[src/rtl/condicionador_botoes_pkg.sv]
// ============================================================================
// Module  : condicionador_botoes_pkg
// Brief   : Shared constants for the push-button conditioner (botoes_defs).
// Revision: 1.0 - initial release
// ============================================================================
`default_nettype none

package condicionador_botoes_pkg;

  localparam int N_BOTOES      = 6;
  localparam int DEBOUNCE_SIM  = 4;
  localparam int DEBOUNCE_FPGA = 50000;  // 1 ms @ 50 MHz

  // Bits needed to hold the values 0..ciclos
  function automatic int largura_cnt(input int ciclos);
    return (ciclos < 1) ? 1 : $clog2(ciclos + 1);
  endfunction

endpackage

`default_nettype wire

[src/rtl/condicionador_botoes_canal.sv]
// ============================================================================
// Module  : condicionador_botoes_canal
// Brief   : One button channel: synchroniser, debounce, press edge, auto-repeat.
// Revision: 1.0 - initial release
// ============================================================================
`default_nettype none

module condicionador_botoes_canal
  import condicionador_botoes_pkg::*;
#(
  parameter int DEBOUNCE_CICLOS = DEBOUNCE_SIM,
  parameter int REPEAT_CICLOS   = 0,
  parameter bit ATIVO_ALTO      = 1'b1
) (
  input  logic clk,
  input  logic rst,
  input  logic raw,
  output logic estavel,
  output logic evento
);

  localparam int                 C_W_CNT = largura_cnt(DEBOUNCE_CICLOS);
  localparam logic [C_W_CNT-1:0] C_LIM   = C_W_CNT'(DEBOUNCE_CICLOS);

  logic               r_s1;
  logic               r_s2;
  logic               r_estavel;
  logic [C_W_CNT-1:0] r_cnt;
  logic               w_aceita;
  logic               w_subida;

  // A new level is accepted only after it has disagreed with the stable level
  // on every one of the counted cycles; any return to the old level restarts.
  assign w_aceita = (r_s2 != r_estavel) && (r_cnt == C_LIM);
  assign w_subida = w_aceita & r_s2;

  always_ff @(posedge clk) begin
    if (rst) begin
      r_s1      <= 1'b0;
      r_s2      <= 1'b0;
      r_estavel <= 1'b0;
      r_cnt     <= '0;
    end else begin
      r_s1 <= ATIVO_ALTO ? raw : ~raw;
      r_s2 <= r_s1;
      if (r_s2 == r_estavel) begin
        r_cnt <= '0;
      end else if (w_aceita) begin
        r_estavel <= r_s2;
        r_cnt     <= '0;
      end else begin
        r_cnt <= r_cnt + 1'b1;
      end
    end
  end

  assign estavel = r_estavel;

  generate
    if (REPEAT_CICLOS > 0) begin : g_repeat
      localparam int                 C_W_REP = largura_cnt(REPEAT_CICLOS);
      localparam logic [C_W_REP-1:0] C_REP   = C_W_REP'(REPEAT_CICLOS - 1);

      logic [C_W_REP-1:0] r_timer;
      logic               w_repete;

      // No repeat on the edge where the button is being released
      assign w_repete = r_estavel & ~w_aceita & (r_timer == C_REP);

      always_ff @(posedge clk) begin
        if (rst || !r_estavel) begin
          r_timer <= '0;
        end else if (w_repete) begin
          r_timer <= '0;
        end else begin
          r_timer <= r_timer + 1'b1;
        end
      end

      assign evento = w_subida | w_repete;
    end else begin : g_sem_repeat
      assign evento = w_subida;
    end
  endgenerate

endmodule

`default_nettype wire

[src/rtl/condicionador_botoes.sv]
// ============================================================================
// Module  : condicionador_botoes
// Brief   : Raw buttons -> clean 1-cycle press pulses for matriz_leds.
// Revision: 1.0 - initial release
// ============================================================================
`default_nettype none

module condicionador_botoes
  import condicionador_botoes_pkg::*;
#(
  parameter int N_BOTOES        = condicionador_botoes_pkg::N_BOTOES,
  parameter int DEBOUNCE_CICLOS = DEBOUNCE_FPGA,
  parameter int REPEAT_CICLOS   = 0,
  parameter bit ATIVO_ALTO      = 1'b1
) (
  input  logic                clk,
  input  logic                rst,
  input  logic [N_BOTOES-1:0] botoes_raw,
  input  logic                habilita,
  output logic [N_BOTOES-1:0] pulsos,
  output logic [N_BOTOES-1:0] estado_estavel,
  output logic                algum_pulso
);

  logic [N_BOTOES-1:0] w_eventos;
  logic [N_BOTOES-1:0] r_pulsos;

  generate
    for (genvar i = 0; i < N_BOTOES; i++) begin : g_canal
      condicionador_botoes_canal #(
        .DEBOUNCE_CICLOS(DEBOUNCE_CICLOS),
        .REPEAT_CICLOS  (REPEAT_CICLOS),
        .ATIVO_ALTO     (ATIVO_ALTO)
      ) u_canal (
        .clk    (clk),
        .rst    (rst),
        .raw    (botoes_raw[i]),
        .estavel(estado_estavel[i]),
        .evento (w_eventos[i])
      );
    end
  endgenerate

  // Masked events are dropped, never held for later
  always_ff @(posedge clk) begin
    if (rst) begin
      r_pulsos <= '0;
    end else begin
      r_pulsos <= w_eventos & {N_BOTOES{habilita}};
    end
  end

  assign pulsos      = r_pulsos;
  assign algum_pulso = |r_pulsos;

endmodule

`default_nettype wire

[config.mk]
export PLATFORM = sky130hd
export DESIGN_NAME = condicionador_botoes
export DESIGN_NICKNAME = d
export VERILOG_FILES = /design/src/rtl/condicionador_botoes_pkg.sv /design/src/rtl/condicionador_botoes_canal.sv /design/src/rtl/condicionador_botoes.sv
export SDC_FILE = /design/constraint.sdc
export NUM_CORES = 1
export LEC_CHECK = 0
export BUFFER_PORTS_ARGS = -buffer_cell sky130_fd_sc_hd__buf_4
export CAP_MARGIN = 30
export CORE_MARGIN = 1
export CORE_UTILIZATION = 51
export DETAILED_ROUTE_END_ITERATION = 10
export PLACE_DENSITY = 0.68
export SLEW_MARGIN = 20
export SYNTH_ARGS = -nofsm -noshare
export SYNTH_HDL_FRONTEND = slang
export SYNTH_SLANG_ARGS = --single-unit
[constraint.sdc]
create_clock -name clk -period 2.4 [get_ports clk]
set_clock_uncertainty 0.2 [all_clocks]
set_input_delay 0.48 -clock clk [delete_from_list [all_inputs] [get_ports clk]]
set_output_delay 0.48 -clock clk [all_outputs]
set_load 0.01 [all_outputs]
==> results of run 1 <==
-- per-layer routing --
| layer | vias up | GRT usage | wire, um |
|---|---|---|---|
| li1 | 2029 | - | - |
| met1 | 1807 | 0.2346 | 4485 |
| met2 | 68 | 0.3221 | 4489 |
| met3 | 10 | 0.05727 | 364 |
| met4 | 0 | 0.06211 | 89 |
| met5 | - | 0 | 0 |
-- worst paths after layout --
path         slack, ns                         from  cells past startpoint                     endpoint
max reg2reg       0.39  g_canal[5].u_canal.r_cnt[0]                      7  g_canal[5].u_canal.r_cnt[4]
min               0.04                botoes_raw[2]                      2      g_canal[2].u_canal.r_s1
min reg2reg       0.23      g_canal[4].u_canal.r_s1                      1      g_canal[4].u_canal.r_s2
max               0.36                    pulsos[3]                      3                  algum_pulso
-- worst max-delay path: cells and delay by family, from the launching register on --
kind	cells	cell delay [ns]
flops	1	0.35
simple gates	2	0.37
buf+inv	1	0.14
-- placed cells by master (no fill, tap or decap), types with 13 or more instances in the layout --
| cell | instances |
|---|---|
| inv_1 | 32 |
| nor2b_1 | 13 |
| nor3_1 | 19 |
| dfxtp_1 | 120 |
| xnor2_1 | 68 |
| clkbuf_16 | 16 |
| nand2_1 | 24 |
| nor4_1 | 26 |
| xor2_1 | 18 |
| nand4_1 | 20 |
| buf_4 | 23 |
| nand3_1 | 37 |
| nor2_1 | 111 |
-- registers in the layout, indices dropped and copies added (netlist names) --
register / cells
g_canal.u_canal.estavel: 6
g_canal.u_canal.r_cnt: 96
g_canal.u_canal.r_s1: 6
g_canal.u_canal.r_s2: 6
pulsos: 6
-- power by group through the flow --
stage	clock network [uW]	logic, uW	registers (uW)
6_report	2620	57.6	2020
3_5_place_dp	0	53.2	2060
2_1_floorplan	0	37.2	2060
4_1_cts	2670	58.6	2020
3_3_place_gp	0	52.4	2060
5_1_grt	2770	65.3	2020
-- cell type report --
type / count / area share
timing repair buffer: 27 / 0.03463
inverter: 32 / 0.01956
sequential: 120 / 0.3911
multi-input combinational: 412 / 0.4274
clock inverter: 9 / 0.02811
tap: 133 / 0.02709
clock buffer: 22 / 0.07211
-- kinds of logic after synthesis --
logic type,after synthesis,share of synthesized area
muxes,6,0.01140
adders and majority gates,12,0.02850
and+or+nand+nor,300,0.3063
xor gates and xnor gates,86,0.1430
AOI/OAI and AO/OA,8,0.009023
buffers and inverters,49,0.04583
DFF,120,0.4559
-- metrics by stage --
stage	hold WS [ns]	total power, uW	cell area, sq um
2_1_floorplan	0.2138	2092	5269
3_3_place_gp	0.2172	2109	5487
3_5_place_dp	0.2256	2111	5487
4_1_cts	0.009078	4744	6142
5_1_grt	0.008070	4854	6142
6_report	0.03802	4694	6142
-- repair_timing --
action,4_1_cts,5_1_grt
hold buffers,4,0
buffers inserted,0,0
hold endpoints to repair,4,0
gates resized for setup,0,0
==> results_tabular.tex, run 1 <==
\begin{tabular}{lr}
\hline
Metric & Value \\
\hline
\multicolumn{2}{l}{\textbf{Routing}} \\
Total vias in the final route & 3,914 \\
DRC violation total after the first TritonRoute iteration & 142 \\
Vias per Instance & 5.184 \\
Drt first pass iters & 4 \\
Routed wire length & 9.427 mm \\
DRC viols & 0 \\
Antenna-violating nets left & 0 \\
DR WL/cell & 12.49 um \\
\multicolumn{2}{l}{\textbf{STA}} \\
Share of the clock period used by the worst path after layout & 0.8488 \\
Post-route minimum period & 2.037 ns \\
Final Hold Viols & 0 \\
Worst-case setup margin in the final layout & 0.3628 ns \\
Worst-Margin Slew & 0.5143 ns \\
Peak clock frequency supported by timing & 490.9 MHz \\
Final setup TNS & 0 ns \\
Normalized max-slew margin & 0.6563 \\
Unrepaired setup endpoints after global routing & false \\
Number of pins with negative max-slew slack in the final report & 0 \\
Final Setup Violations & 0 \\
\multicolumn{2}{l}{\textbf{Pwr}} \\
Clk network pwr share & 0.558 \\
Int Power & 3839 uW \\
Worst voltage drop across the vdd grid & 615.2 uV \\
Flop pwr share & 0.429 \\
Proportion of total power due to net switching & 0.1823 \\
Combinational share of power & 0.012 \\
Psw & 855.6 uW \\
Cell Pwr Density & 764.3 nW/um\^{}2 \\
Leakage & 0.002012 uW \\
\multicolumn{2}{l}{\textbf{Placed design}} \\
DPL Wire Length & 6.390 mm \\
Total of buffers placed on input and output ports & 21 \\
Routability cong. & 0.7883 \\
Worst slack at placement & 0.3730 ns \\
Number of placed cells counting well taps & 720 \\
\multicolumn{2}{l}{\textbf{Logic synthesis}} \\
Count of cell types in the netlist & 41 \\
Mean instance size in the synthesized netlist & 9.069 sq um \\
Leading post-synthesis cells by instance count & dfxtp\_1, nor2\_1, xnor2\_1 \\
Dominant cell type by area after synthesis & dfxtp\_1 \\
Most instantiated library cell after synthesis & dfxtp\_1 \\
Net Count, Synth & 602 \\
Largest cells by area after synthesis & dfxtp\_1, xnor2\_1, nor2\_1 \\
Top cell type's share of synthesized area & 0.4559 \\
Total number of yosys warnings & 0 \\
Synthesized flop and latch total & 120 \\
Area of the mapped netlist & 5269 sq um \\
FFs w/ async S/R, synth & 0 \\
Most frequently used flop master after synthesis & dfxtp\_1 \\
Number of instances in the synthesized netlist & 581 \\
Number of flops mapped to enable cells by yosys & 0 \\
Proportion of synthesized chip area in sequential cells & 0.4559 \\
\multicolumn{2}{l}{\textbf{Die}} \\
Total number of placement rows & 36 \\
Width of the die & 103.6 um \\
Overall die area & 10,740 sq um \\
Starting density of the core & 0.5317 \\
Total I/O pin count & 22 \\
Standard cell core area & 9910 sq um \\
Vertical die dimension & 103.6 um \\
\multicolumn{2}{l}{\textbf{Global route}} \\
Congestion Overflow GR & 0 \\
Vias in the first global route & 3,789 \\
Pin count of the biggest net entering global routing & 26 \\
Global-route wire length before repair & 16.79 mm \\
Antenna violations before repair & 0 \\
Global-route usage over all layers & 0.1918 \\
\multicolumn{2}{l}{\textbf{Cells and area}} \\
Non-filler cells, final & 755 \\
Layout cells sized above 1 & 0.09646 \\
Net count, final & 631 \\
Sequential cell area & 2402 sq um \\
Diodes inserted & 0 \\
Syn-to-layout area delta & 16.58\% \\
Area of combinational cells with multiple inputs & 2625 sq um \\
Fill cell count & 882 \\
Share of the core filled with cells in the final layout & 0.6198 \\
\multicolumn{2}{l}{\textbf{CTS}} \\
Deepest level of the CTS H-tree & 4 \\
Number of buffers inserted during clock tree synthesis & 17 \\
Reg clk slew, reported paths & 0.05 ns \\
Clock latency on the worst-skew pair & 0.50 ns \\
Buffer levels on the longest clock path & 2 \\
Buffer type at the clock tree root & clkbuf\_8 \\
\# clock sinks & 120 \\
CTS tree & yes \\
\multicolumn{2}{l}{\textbf{Worst setup path}} \\
Max stage delay on crit path & 0.35 ns \\
Kind of launch point of the worst setup path & flop \\
Critical path endpoint category & primary output \\
WP data required & 1.72 ns \\
Arrival time worst endpoint & 1.36 ns \\
Critical-path cell list & nor4\_1, nand2\_1, buf\_4 \\
Cell with the largest stage delay on the worst path & dfxtp\_1 \\
Critical path fanouts, max & 2 \\
Critical path class & reg2out \\
\multicolumn{2}{l}{\textbf{Hold path}} \\
Worst min path class & in2reg \\
\multicolumn{2}{l}{\textbf{Run}} \\
Count of maximum capacitance violations & 0 \\
\multicolumn{2}{l}{\textbf{Run status}} \\
Result of the run & finished clean \\
\hline
\end{tabular}
Power figures use the tool's default switching activity.
==> inputs of run 2 (changes only) <==
Settings changed: ABC_AREA set to 1, PLACE_DENSITY 0.68 to 0.7.
Clock period 2.4 ns to 1.7 ns, I/O delays scaled along.
==> run 2 against run 1 <==
  * The run now ends with setup timing left
  * Combinational power grew 110%
  * Global-route usage is 1.7 points higher
  * Hold slack worse by 0.029 ns
  * Clock-buffer cell count increased by 5
  * Sequential share of layout area is 6.2 points lower
  * Critical path depth unchanged
  * First-iteration DRC count grew to 2.5 times the previous value
  * Largest power group unchanged
==> results_tabular.tex, run 2 <==
\begin{tabular}{lr}
\hline
Metric & Value \\
\hline
\multicolumn{2}{l}{\textbf{CTS}} \\
Number of buffers inserted during clock tree synthesis & 17 (unchanged) \\
Buffer type at the clock tree root & clkbuf\_16 \\
Reg clk slew, reported paths & 0.05 ns (about the same) \\
Buffer levels on the longest clock path & 2 (unchanged) \\
CTS tree & yes \\
\# clock sinks & 120 (unchanged) \\
Deepest level of the CTS H-tree & 4 (unchanged) \\
Clock latency on the worst-skew pair & 0.41 ns (-0.09 ns) \\
\multicolumn{2}{l}{\textbf{Pwr}} \\
Int Power & 4909 uW (+28\%) \\
Leakage & 0.002641 uW (+31\%) \\
Worst voltage drop across the vdd grid & 791.6 uV (+29\%) \\
Clk network pwr share & 0.518 (-0.040) \\
Flop pwr share & 0.462 (+0.033) \\
Cell Pwr Density & 843.2 nW/um\^{}2 (+10\%) \\
Proportion of total power due to net switching & 0.2025 (+0.02029) \\
Combinational share of power & 0.019 (+0.007) \\
Psw & 1247 uW (+46\%) \\
Power consumption & 6156 uW (+31\%) \\
\multicolumn{2}{l}{\textbf{Logic synthesis}} \\
Most instantiated library cell after synthesis & nor2\_1 \\
Mean instance size in the synthesized netlist & 6.846 sq um (-25\%) \\
Net Count, Synth & 961 (+60\%) \\
Area of the mapped netlist & 6435 sq um (+22\%) \\
Leading post-synthesis cells by instance count & nor2\_1, nand2\_1, inv\_1 \\
Most frequently used flop master after synthesis & dfxtp\_1 \\
Count of cell types in the netlist & 27 (-34\%) \\
Dominant cell type by area after synthesis & dfxtp\_1 \\
Number of instances in the synthesized netlist & 940 (+62\%) \\
Top cell type's share of synthesized area & 0.3733 (-0.08263) \\
Number of flops mapped to enable cells by yosys & 0 (unchanged) \\
Total number of yosys warnings & 0 (unchanged) \\
Synthesized flop and latch total & 120 (unchanged) \\
Largest cells by area after synthesis & dfxtp\_1, nor2\_1, nand2\_1 \\
FFs w/ async S/R, synth & 0 (unchanged) \\
Proportion of synthesized chip area in sequential cells & 0.3733 (-0.08263) \\
\multicolumn{2}{l}{\textbf{Run}} \\
Count of maximum capacitance violations & 0 (unchanged) \\
\multicolumn{2}{l}{\textbf{Cells and area}} \\
Syn-to-layout area delta & 13.46\% \\
Most common library cell in the layout ignoring fill and taps & nor2\_1 \\
Largest register by flop count & g\_canal.u\_canal.r\_cnt \\
Fill cell count & 1,170 (+33\%) \\
Post-layout instance area & 7301 sq um (+19\%) \\
Diodes inserted & 0 (unchanged) \\
Commonest non-fill, non-tap cells in the layout & nor2\_1, nand2\_1, inv\_1 \\
Net count, final & 995 (+58\%) \\
Layout cells sized above 1 & 0.1178 (+0.02130) \\
Number of flip-flops in the largest register & 96 (unchanged) \\
Non-filler cells, final & 1,153 (+53\%) \\
\multicolumn{2}{l}{\textbf{Placed design}} \\
Worst slack at placement & 0.03224 ns (-0.3408 ns) \\
Routability cong. & 0.8981 (+14\%) \\
Placed standard-cell area & 6679 sq um (+22\%) \\
DPL Wire Length & 8.831 mm (+38\%) \\
Total of buffers placed on input and output ports & 21 (unchanged) \\
Number of placed cells counting well taps & 1,115 (+55\%) \\
\multicolumn{2}{l}{\textbf{Die}} \\
Vertical die dimension & 114.3 um (+10\%) \\
Standard cell core area & 12,160 sq um (+23\%) \\
Total number of placement rows & 40 (+11\%) \\
Starting density of the core & 0.5291 (-0.002577) \\
Overall die area & 13,070 sq um (+22\%) \\
Width of the die & 114.3 um (+10\%) \\
Total I/O pin count & 22 (unchanged) \\
\multicolumn{2}{l}{\textbf{Worst setup path}} \\
CP Buf/Inv Count & 1 (unchanged) \\
Cell family with the largest share of critical-path delay & flip-flops \\
Critical path endpoint category & primary output \\
Max stage delay on crit path & 0.32 ns (-0.03 ns) \\
Critical-path cell list & nor4\_2, nand2\_1, buf\_4 \\
Kind of launch point of the worst setup path & flop \\
WP data required & 1.16 ns (-0.56 ns) \\
Critical path fanouts, max & 2 (unchanged) \\
Arrival time worst endpoint & 1.19 ns (-0.17 ns) \\
Cell with the largest stage delay on the worst path & dfxtp\_2 \\
Critical path class & reg2out \\
\multicolumn{2}{l}{\textbf{STA}} \\
Worst-case setup margin in the final layout & -0.02954 ns (-0.3923 ns) \\
Hold Worst Slack & 0.008907 ns (-0.02911 ns) \\
Number of pins with negative max-slew slack in the final report & 0 (unchanged) \\
Peak clock frequency supported by timing & 578.2 MHz \\
Share of the clock period used by the worst path after layout & 1.017 \\
Unrepaired setup endpoints after global routing & true \\
Final Hold Viols & 0 (unchanged) \\
Worst-Margin Slew & 0.3745 ns (-0.1399 ns) \\
Final Setup Violations & 1 (+1) \\
Normalized max-slew margin & 0.7495 (+0.09322) \\
Post-route minimum period & 1.730 ns \\
\multicolumn{2}{l}{\textbf{Global route}} \\
Antenna violations before repair & 0 (unchanged) \\
Vias in the first global route & 4,868 (+28\%) \\
Congestion Overflow GR & 0 (unchanged) \\
Global-route wire length before repair & 21.63 mm (+29\%) \\
Pin count of the biggest net entering global routing & 17 (-35\%) \\
Global-route usage over all layers & 0.2088 (+0.01702) \\
\multicolumn{2}{l}{\textbf{Routing}} \\
Drt first pass iters & 5 (+1) \\
DRC violation total after the first TritonRoute iteration & 358 (+150\%) \\
DR WL/cell & 10.70 um (-14\%) \\
Routed wire length & 12.34 mm (+31\%) \\
Vias per Instance & 4.713 (-9.1\%) \\
DRC viols & 0 (unchanged) \\
Total vias in the final route & 5,434 (+39\%) \\
Antenna-violating nets left & 0 (unchanged) \\
\multicolumn{2}{l}{\textbf{Run status}} \\
Violations in the final reports & setup timing \\
Result of the run & finished, violations left \\
\multicolumn{2}{l}{\textbf{Hold path}} \\
Worst min path class & in2reg \\
\hline
\end{tabular}
==> run 2: path summary, 6_finish.rpt <==
path                                     from                     endpoint  slack [ns]  depth (start not counted)
setup / recovery                    pulsos[3]                  algum_pulso       -0.03                          3
hold / removal                            rst      g_canal[3].u_canal.r_s2       0.009                          2
setup reg to reg  g_canal[4].u_canal.r_cnt[1]  g_canal[4].u_canal.r_cnt[6]        0.12                          6
hold reg to reg       g_canal[5].u_canal.r_s1      g_canal[5].u_canal.r_s2        0.21                          2
==> run 2: per-layer routing <==
layer  vias to the layer above  global-route usage  part of all wire
li1                       2957                   -                 -
met1                      2393              0.2701              0.50
met2                        72              0.3285              0.45
met3                        12             0.06617             0.040
met4                         0             0.07186             0.010
met5                         -                   0                 0
==> run 2: power groups by stage <==
| stage | clock network [uW] | logic [uW] | registers, uW |
|---|---|---|---|
| after CTS | 3280 | 120 | 2840 |
| after global placement | 0 | 106 | 2900 |
| after global routing | 3410 | 135 | 2840 |
| final | 3190 | 119 | 2850 |
| after floorplan | 0 | 80.2 | 2900 |
| after detailed placement | 0 | 107 | 2900 |
==> run 2: cell families (layout without fill, tap and decap cells) <==
logic type      after synthesis  count (layout)  share of synthesized area
fa+ha+maj                    12              12                    0.02333
flops                       120             120                     0.3733
simple gates                595             595                     0.4229
buf+inv                     153             198                     0.1011
compound gates                8               8                   0.007388
xor+xnor                     52              52                    0.07194
==> run 2: cell type report <==
cell class                 instances  area (sq um)  share of cell area
inverter                         138         519.2             0.07112
tap                              168         210.2             0.02879
clock inverter                     3         15.01            0.002057
clock buffer                      27         513.0             0.07027
sequential                       120          2405              0.3294
timing repair buffer              30         242.7             0.03325
multi-input combinational        667          3396              0.4651
==> run 2: worst register-to-register path: stages (launching register included) <==
cell,delay (ns)
dfxtp_1,0.36
ha_1,0.21
nand3_2,0.13
nor2_4,0.22
buf_4,0.14
xor2_1,0.14
nor2_1,0.06
==> run 2: what timing repair did <==
action	in CTS	in global routing
gates cloned	0	0
gates resized for setup	0	4
endpoints found under the hold margin	6	0
pin swaps	1	2
setup endpoints to repair	1	13
hold buffers	7	0
buffers inserted	0	1
==> run 2: stage by stage <==
stage	utilization	TNS, ns
floorplan	-	0
global placement	0.5492	0
detailed placement	0.5492	0
CTS	0.5984	-0.05455
global route	0.6003	-0.07305
finish	0.6003	-0.02954
==> inputs of run 3 (changes only) <==
Settings changed: CTS_CLUSTER_SIZE set to 30, HOLD_SLACK_MARGIN set to 0.03.
==> run 3 against run 2 <==
  * Largest cell class unchanged
  * Maximum frequency about the same
  * Critical path type unchanged
  * Power increased by 0.14%
  * Utilization increased by 0.33 points
  * Critical endpoint unchanged
  * The run still ends with setup timing left
  * Register-to-register slack about the same
  * Global-route usage increased by 0.16 points
==> results_tabular.tex, run 3 (synthesis results as in run 2) <==
\begin{tabular}{lr}
\hline
Metric & Value \\
\hline
\multicolumn{2}{l}{\textbf{Pwr}} \\
Clk network pwr share & 0.518 (about the same) \\
Leakage & 0.002662 uW (+0.79\%) \\
Proportion of total power due to net switching & 0.2026 (about the same) \\
Flop pwr share & 0.462 (about the same) \\
Combinational share of power & 0.021 (+0.002) \\
Psw & 1249 uW (+0.17\%) \\
Int Power & 4915 uW (+0.13\%) \\
Worst voltage drop across the vdd grid & 794.1 uV (+0.32\%) \\
Cell Pwr Density & 839.7 nW/um\^{}2 (-0.41\%) \\
\multicolumn{2}{l}{\textbf{STA}} \\
Hold Worst Slack & 0.07541 ns (+0.06651 ns) \\
Unrepaired setup endpoints after global routing & true \\
Peak clock frequency supported by timing & 578.7 MHz (about the same) \\
Worst-case setup margin in the final layout & -0.02800 ns (+0.001536 ns) \\
Final setup TNS & -0.02800 ns (+0.001536 ns) \\
Worst-Margin Slew & 0.3952 ns (+0.02074 ns) \\
Post-route minimum period & 1.728 ns (-0.001536 ns) \\
Normalized max-slew margin & 0.7356 (-0.01387) \\
Final Hold Viols & 0 (unchanged) \\
Share of the clock period used by the worst path after layout & 1.016 (about the same) \\
Number of pins with negative max-slew slack in the final report & 0 (unchanged) \\
Final Setup Violations & 1 (unchanged) \\
\multicolumn{2}{l}{\textbf{Run}} \\
Count of maximum capacitance violations & 0 (unchanged) \\
\multicolumn{2}{l}{\textbf{Cells and area}} \\
Syn-to-layout area delta & 14.08\% \\
Layout cells sized above 1 & 0.1173 (-0.0004763) \\
Non-filler cells, final & 1,157 (+0.35\%) \\
Share of the core filled with cells in the final layout & 0.6036 (+0.003292) \\
Commonest non-fill, non-tap cells in the layout & nor2\_1, nand2\_1, inv\_1 \\
Most common library cell in the layout ignoring fill and taps & nor2\_1 \\
Largest register by flop count & g\_canal.u\_canal.r\_cnt \\
Net count, final & 999 (+0.40\%) \\
Sequential cell area & 2405 sq um (unchanged) \\
Diodes inserted & 0 (unchanged) \\
Area of combinational cells with multiple inputs & 3396 sq um (unchanged) \\
Fill cell count & 1,167 (-0.26\%) \\
Number of flip-flops in the largest register & 96 (unchanged) \\
\multicolumn{2}{l}{\textbf{Die}} \\
Vertical die dimension & 114.3 um (unchanged) \\
Starting density of the core & 0.5291 (unchanged) \\
Overall die area & 13,070 sq um (unchanged) \\
Total number of placement rows & 40 (unchanged) \\
Width of the die & 114.3 um (unchanged) \\
Total I/O pin count & 22 (unchanged) \\
Standard cell core area & 12,160 sq um (unchanged) \\
\multicolumn{2}{l}{\textbf{CTS}} \\
CTS tree & yes \\
Number of buffers inserted during clock tree synthesis & 17 (unchanged) \\
Deepest level of the CTS H-tree & 4 (unchanged) \\
Clock latency on the worst-skew pair & 0.41 ns (about the same) \\
Reg clk slew, reported paths & 0.05 ns (about the same) \\
Buffer type at the clock tree root & clkbuf\_16 \\
\# clock sinks & 120 (unchanged) \\
Buffer levels on the longest clock path & 2 (unchanged) \\
\multicolumn{2}{l}{\textbf{Routing}} \\
DRC viols & 0 (unchanged) \\
DR WL/cell & 10.74 um (+0.35\%) \\
Antenna-violating nets left & 0 (unchanged) \\
Total vias in the final route & 5,461 (+0.50\%) \\
Vias per Instance & 4.720 (+0.15\%) \\
Routed wire length & 12.43 mm (+0.70\%) \\
Drt first pass iters & 4 (-1) \\
DRC violation total after the first TritonRoute iteration & 409 (+14\%) \\
\multicolumn{2}{l}{\textbf{Global route}} \\
Pin count of the biggest net entering global routing & 17 (unchanged) \\
Global-route usage over all layers & 0.2104 (+0.001593) \\
Congestion Overflow GR & 0 (unchanged) \\
Antenna violations before repair & 0 (unchanged) \\
Vias in the first global route & 4,905 (+0.76\%) \\
Global-route wire length before repair & 21.81 mm (+0.83\%) \\
\multicolumn{2}{l}{\textbf{Worst setup path}} \\
Logic depth of the worst register-to-register path & 6 (unchanged) \\
Startpoint of the lowest-slack register-to-register path & g\_canal[4].u\_canal.r\_cnt[1] \\
Critical path class & reg2out \\
Worst reg2reg path endpoint & g\_canal[4].u\_canal.r\_cnt[6] \\
WP data required & 1.16 ns (about the same) \\
Critical path endpoint category & primary output \\
Arrival time worst endpoint & 1.19 ns (about the same) \\
Internal reg-to-reg setup slack & 0.12 ns (about the same) \\
Critical path fanouts, max & 2 (unchanged) \\
Kind of launch point of the worst setup path & flop \\
\multicolumn{2}{l}{\textbf{Placed design}} \\
Number of placed cells counting well taps & 1,115 (unchanged) \\
DPL Wire Length & 8.831 mm (unchanged) \\
Worst slack at placement & 0.03224 ns (unchanged) \\
Routability cong. & 0.8981 (unchanged) \\
Total of buffers placed on input and output ports & 21 (unchanged) \\
\multicolumn{2}{l}{\textbf{Hold path}} \\
Hold path endpoint & pulsos[2] \\
Worst min path class & in2reg \\
Startpoint of the most critical hold path & habilita \\
Cells on Worst Hold Path & 3 (+1) \\
\multicolumn{2}{l}{\textbf{Run status}} \\
Violations in the final reports & setup timing \\
Result of the run & finished, violations left \\
\hline
\end{tabular}
## run 3: layout make-up
class	instances	area share
Multi-Input combinational cell	667	0.4626
Sequential cell	120	0.3276
Inverter	138	0.07073
Clock buffer	27	0.06988
Timing Repair Buffer	34	0.03852
Tap cell	168	0.02863
Clock inverter	3	0.002045
## run 3: critical path, stage by stage, from the launching register on
cell     delay (ns)
dfxtp_2        0.32
nor4_2         0.25
nand2_1        0.07
buf_4          0.14
## run 3: through the flow
step	power [uW]	instance area, sq um
2_1_floorplan	2980	6435
3_3_place_gp	3008	6679
3_5_place_dp	3008	6679
4_1_cts	6252	7317
5_1_grt	6396	7341
6_report	6164	7341
## run 3: how the worst max path moves through the flow
stage / from / to / slack [ns] / depth (start not counted)
2_1_floorplan: g_canal[0].u_canal.r_cnt[0] / g_canal[0].u_canal.r_cnt[10] / 0.27 / 6
5_1_grt: pulsos[3] / algum_pulso / -0.07 / 3
4_1_cts: pulsos[4] / algum_pulso / -0.05 / 3
3_5_place_dp: rst / g_canal[5].u_canal.r_cnt[13] / 0.03 / 4
3_3_place_gp: rst / g_canal[5].u_canal.r_cnt[14] / 0.06 / 4
6_report: pulsos[3] / algum_pulso / -0.03 / 3
## run 3: metal layers
metal,GRT usage,wire length (um)
met1,0.2705,6167
met5,0,0
met4,0.07186,133
met3,0.06617,549
met2,0.3337,5576
## run 3: power groups by stage
stage	clock network, uW	registers [uW]	logic [uW]
CTS	3280	2840	127
detailed placement	0	2900	107
global placement	0	2900	106
floorplan	0	2900	80.2
global route	3410	2840	143
finish	3190	2840	127
## run 3: repair_timing
action | CTS | global route
hold buffers | 11 | 0
pin swaps | 1 | 2
endpoints found under the setup margin | 1 | 13
gates resized for setup | 0 | 4
hold endpoints to repair | 9 | 0
buffers inserted | 0 | 1
cloned | 0 | 0
